--- src/rtl/crc8_frame_arb.sv ---
// Two-requester, frame-granular arbiter in front of an external 32-bit CRC8 core.
// Each granted frame re-initialises the core, streams its beats, and returns one CRC result.
module crc8_frame_arb #(
    parameter int MAX_BEATS = 64
) (
    input  logic        clk,
    input  logic        rst_n,
    input  logic [1:0]  req_valid,
    input  logic [31:0] req_data0,
    input  logic [31:0] req_data1,
    input  logic [1:0]  req_last,
    output logic [1:0]  req_ready,
    output logic        res_valid,
    input  logic        res_ready,
    output logic [7:0]  res_crc,
    output logic        res_id,
    output logic        res_err,
    output logic [31:0] core_data,
    output logic        core_en,
    output logic        core_rst_n,
    input  logic [7:0]  core_crc
);

    // Handshakes: a beat moves when req_valid[g] and req_ready[g] are both high at a
    // rising edge; a result moves when res_valid and res_ready are both high.

    typedef enum logic [2:0] {IDLE, INIT, RUN, DONE, RESULT} state_t;

    localparam logic [7:0] MAX_B = 8'(MAX_BEATS);

    state_t     state_q, state_d;
    logic       grant_q, grant_d;
    logic       rr_ptr_q, rr_ptr_d;
    logic [7:0] beat_cnt_q, beat_cnt_d;
    logic       err_q, err_d;

    always_comb begin
        state_d    = state_q;
        grant_d    = grant_q;
        rr_ptr_d   = rr_ptr_q;
        beat_cnt_d = beat_cnt_q;
        err_d      = err_q;
        req_ready  = 2'b00;
        core_en    = 1'b0;
        core_data  = 32'd0;
        case (state_q)
            IDLE: begin
                if (|req_valid) begin
                    grant_d = (&req_valid) ? rr_ptr_q : req_valid[1];
                    state_d = INIT;
                end
            end
            INIT: begin
                beat_cnt_d = 8'd0;
                state_d    = RUN;
            end
            RUN: begin
                req_ready[grant_q] = 1'b1;
                if (req_valid[grant_q]) begin
                    core_en    = 1'b1;
                    core_data  = grant_q ? req_data1 : req_data0;
                    beat_cnt_d = beat_cnt_q + 8'd1;
                    if (req_last[grant_q]) begin
                        err_d   = 1'b0;
                        state_d = DONE;
                    end else if (beat_cnt_q + 8'd1 == MAX_B) begin
                        // Truncated: remaining beats of this requester form a new frame.
                        err_d   = 1'b1;
                        state_d = DONE;
                    end
                end
            end
            DONE: begin
                state_d = RESULT;
            end
            RESULT: begin
                if (res_ready) begin
                    rr_ptr_d = ~grant_q;
                    state_d  = IDLE;
                end
            end
            default: state_d = IDLE;
        endcase
        if (!rst_n) begin
            req_ready = 2'b00;
            core_en   = 1'b0;
            core_data = 32'd0;
        end
    end

    always_ff @(posedge clk) begin
        if (!rst_n) begin
            state_q    <= IDLE;
            grant_q    <= 1'b0;
            rr_ptr_q   <= 1'b0;
            beat_cnt_q <= 8'd0;
            err_q      <= 1'b0;
            res_crc    <= 8'h00;
            res_id     <= 1'b0;
            res_err    <= 1'b0;
        end else begin
            state_q    <= state_d;
            grant_q    <= grant_d;
            rr_ptr_q   <= rr_ptr_d;
            beat_cnt_q <= beat_cnt_d;
            err_q      <= err_d;
            if (state_q == DONE) begin
                res_crc <= core_crc;
                res_id  <= grant_q;
                res_err <= err_q;
            end
        end
    end

    assign res_valid  = rst_n && (state_q == RESULT);
    assign core_rst_n = rst_n && (state_q != INIT);

endmodule

--- config.mk ---
export PLATFORM = sky130hd
export DESIGN_NAME = crc8_frame_arb
export DESIGN_NICKNAME = d
export VERILOG_FILES = /design/src/rtl/crc8_frame_arb.sv
export SDC_FILE = /design/constraint.sdc
export NUM_CORES = 1
export LEC_CHECK = 0
export CAP_MARGIN = 20
export CORE_MARGIN = 2
export CORE_UTILIZATION = 40
export DETAILED_ROUTE_END_ITERATION = 8
export DONT_BUFFER_PORTS = 1
export SLEW_MARGIN = 20
export SYNTH_ARGS = -nofsm -noshare
export SYNTH_HDL_FRONTEND = slang
export SYNTH_SLANG_ARGS = --single-unit
--- constraint.sdc ---
create_clock -name clk -period 2.9 [get_ports clk]
set_input_delay 0 -clock clk [delete_from_list [all_inputs] [get_ports clk]]
set_output_delay 0 -clock clk [all_outputs]
set_load 0.05 [all_outputs]
==> summary.txt <==
========================================================================================
Outcome                                                                     finished, final reports clean
Relative slew margins                                                              0.340
Actual slew at the worst max-slew pin                                           0.986 ns
Hold WS                                                                        0.0369 ns
Die Ht                                                                           69.8 µm
Crit end category                                                             output pin
Final Worst Setup Slack                                                          1.01 ns
Iteration count of the initial detailed-routing pass                                   4
Areal power density over the cells                                            496 nW/µm²
PostCTS Resize Cnt                                                                     0
H-tree levels                                                                          1
Worst path max stage delay                                                       0.68 ns
Setup_tns                                                                           0 ns
Synth warn                                                                             0
Latest clock arrival within the worst-skew pair                                  0.27 ns
Top-level port count                                                                 126
Max frequency                                                                    529 MHz
Nets@finish                                                                          322
Residual DRC                                                                           0
Cell breakdown of the critical path                                         nor3b_4, nand2_1, nor2_1
Num Clock Sinks                                                                       24
Post-synthesis instance total                                                        208
CTS Root Buffer Type                                                        sky130_fd_sc_hd__clkbuf_8
Setup slack after placement                                                      1.30 ns
Placer congestion estimate                                                         0.845
Hold-fix buffers at CTS                                                               12
Largest net degree at the start of global routing                                     40
Cell at the slowest stage of the critical path                              sky130_fd_sc_hd__nor2_1
DRT iter0 DRCs                                                                       118
Data required time at the worst endpoint                                         2.90 ns
Post-synthesis average cell area                                                8.31 µm²
Setup Skew                                                                    0.00480 ns
Data arrival time of the worst path                                              1.89 ns
Synth Register Bits                                                                   24
Number of CTS-inserted buffers                                                         3
Number of unique standard cell types used by synthesis                                43
Initial Utilization                                                                0.423
Count of max-cap constraint violations                                                 0
Area growth from synthesis to layout                                               23.6%
Routed len/inst                                                                  15.4 µm
Antenna diode instance count                                                           0
Portion of the clock cycle consumed by the worst path in the final layout          0.652
Minimum clock period after layout                                                1.89 ns
Post-synth ARST share                                                                  0
Critical Path Start Type                                                            flop
Overall via count from detail_route                                                 1574
DIE WIDTH                                                                        69.8 µm
Final hold violation count                                                             0
Layout cell share with drive strength beyond 1                                     0.224
HPWL after DPL                                                                   3290 µm
Most common flop cell mapped by yosys                                       sky130_fd_sc_hd__dfxtp_1
Post-Route Utilization                                                             0.523
Buffers inserted during post-CTS setup optimization                                    0
Critical setup path kind                                                    flop to output pin
Clock tree from TritonCTS                                                           done
Port bufs                                                                              0
Antenna violations before repair                                                       0
Leakage power figure                                                            0.874 nW
Post-Synthesis Net Count                                                             288
Unrepaired setup endpoints after global routing                                       no
Max IR drop VDD                                                               0.000216 V
CP max FO                                                                              8
Vias in the first global route                                                      1457
Core ar.                                                                        4090 µm²
Number of rows in the core area                                                       23
Worst path buffer plus inverter count                                                  0
Number of vias per cell                                                             5.41
Number of enable-type register cells in the synthesized netlist                        0
Setup-violating endpoint count in the final report                                     0
Final wirelength                                                                 4490 µm
Part of the Yosys area used for sequential elements                                0.278
GR Overflow Total                                                                      0
GR Util All Layers                                                                 0.169
Die area                                                                        4870 µm²
Fin. max-slew vios                                                                     0
Family with the most delay on the worst path                                simple AND/OR/NAND/NOR gates
Min-Delay Path Class                                                        input pin to flop
Reg clk slew, reported paths                                                     0.08 ns
Post-Syn Area                                                                   1730 µm²
Worst-case clock buffer depth                                                          2
Detail Route Antenna Nets                                                              0
Wire length of the first global-routing pass                                     6760 µm
========================================================================================
-- power by group --
part	internal [mW]	total (mW)	leakage, nW	switching [mW]
Clock	0.185	0.294	0.0357	0.109
Combinational	0.143	0.371	0.643	0.228
Sequential	0.348	0.396	0.195	0.0481
Total	0.676	1.06	0.874	0.385
-- worst paths after layout --
check	from	endpoint	slack, ns	cells after the start
setup reg to reg	state_q[0]	grant_q	1.22	5
hold reg to reg	err_q	err_q	0.47	2
setup / recovery	state_q[1]	req_ready[0]	1.01	3
hold / removal	req_last[0]	state_q[0]	0.04	2
-- worst reg2reg max path, cell delays in order (launching register included) --
cell and delay (ns):
sky130_fd_sc_hd__dfxtp_1 0.40, sky130_fd_sc_hd__nor3_1 0.30, sky130_fd_sc_hd__nand2_1 0.09, sky130_fd_sc_hd__a32oi_1 0.15
sky130_fd_sc_hd__dlygate4sd3_1 0.57, sky130_fd_sc_hd__nor2_1 0.04
-- final cells by class --
class	count	area, µm²
Fill cell	402	1950
Multi-Input combinational cell	159	1110
Sequential cell	24	482
Timing Repair Buffer	47	383
Tap cell	50	62.6
Clock buffer	3	41.3
Clock inverter	1	30.0
Inverter	7	26.3
-- flip-flops by register name, indices dropped and copies added (netlist names) --
| name | cells |
|---|---|
| res_id | 1 |
| res_crc | 8 |
| grant_q | 1 |
| beat_cnt_q | 8 |
| res_err | 1 |
| rr_ptr_q | 1 |
| state_q | 3 |
| err_q | 1 |
-- kinds of logic after synthesis --
logic type,count (synthesis),share of synthesized area
flops,24,0.278
compound gates,33,0.153
mux,45,0.263
buf+inv,25,0.0789
fa+ha+maj,1,0.00723
xor+xnor,1,0.00507
simple gates,79,0.215
-- placed cells by master, fill, tap and decap left out, types with 2 or more instances in the layout --
cell	count
sky130_fd_sc_hd__nor3_1	2
sky130_fd_sc_hd__buf_4	35
sky130_fd_sc_hd__dfxtp_1	23
sky130_fd_sc_hd__mux2i_1	44
sky130_fd_sc_hd__a31oi_1	3
sky130_fd_sc_hd__a21oi_2	4
sky130_fd_sc_hd__a311oi_1	2
sky130_fd_sc_hd__nand2b_1	3
sky130_fd_sc_hd__inv_1	7
sky130_fd_sc_hd__a21oi_1	9
sky130_fd_sc_hd__clkbuf_8	3
sky130_fd_sc_hd__a211oi_2	4
sky130_fd_sc_hd__nor3b_1	2
sky130_fd_sc_hd__dlygate4sd3_1	12
sky130_fd_sc_hd__and3_1	2
sky130_fd_sc_hd__nand2_1	6
sky130_fd_sc_hd__nor2_1	49
sky130_fd_sc_hd__o21ai_0	2
sky130_fd_sc_hd__nand3_1	6
-- through the flow --
step                      cells  power, mW  area [µm²]
after global placement      275      0.756        1950
after CTS                   291       1.07        2140
after detailed placement    275      0.758        1950
after global routing        291       1.11        2140
final                       291       1.06        2140
after floorplan             208      0.720        1730
-- cell usage after synthesis, types with 4 or more instances --
cell	n	share of area
sky130_fd_sc_hd__a21oi_2	4	0.020
sky130_fd_sc_hd__inv_1	7	0.015
sky130_fd_sc_hd__buf_2	9	0.026
sky130_fd_sc_hd__clkbuf_1	4	0.0087
sky130_fd_sc_hd__nand3_1	6	0.017
sky130_fd_sc_hd__a211oi_2	4	0.029
sky130_fd_sc_hd__a21oi_1	9	0.026
sky130_fd_sc_hd__dfxtp_1	24	0.28
sky130_fd_sc_hd__mux2i_1	44	0.25
sky130_fd_sc_hd__nor2_1	49	0.11
sky130_fd_sc_hd__nand2_1	6	0.013
-- metal layers --
layer	global-route usage	part of all wire	up-vias
met1	0.195	0.40	709
met5	0	0	-
li1	-	-	792
met2	0.324	0.54	69
met3	0.0276	0.060	4
met4	0.0385	0.0067	0
Power figures use the tool's default switching activity.
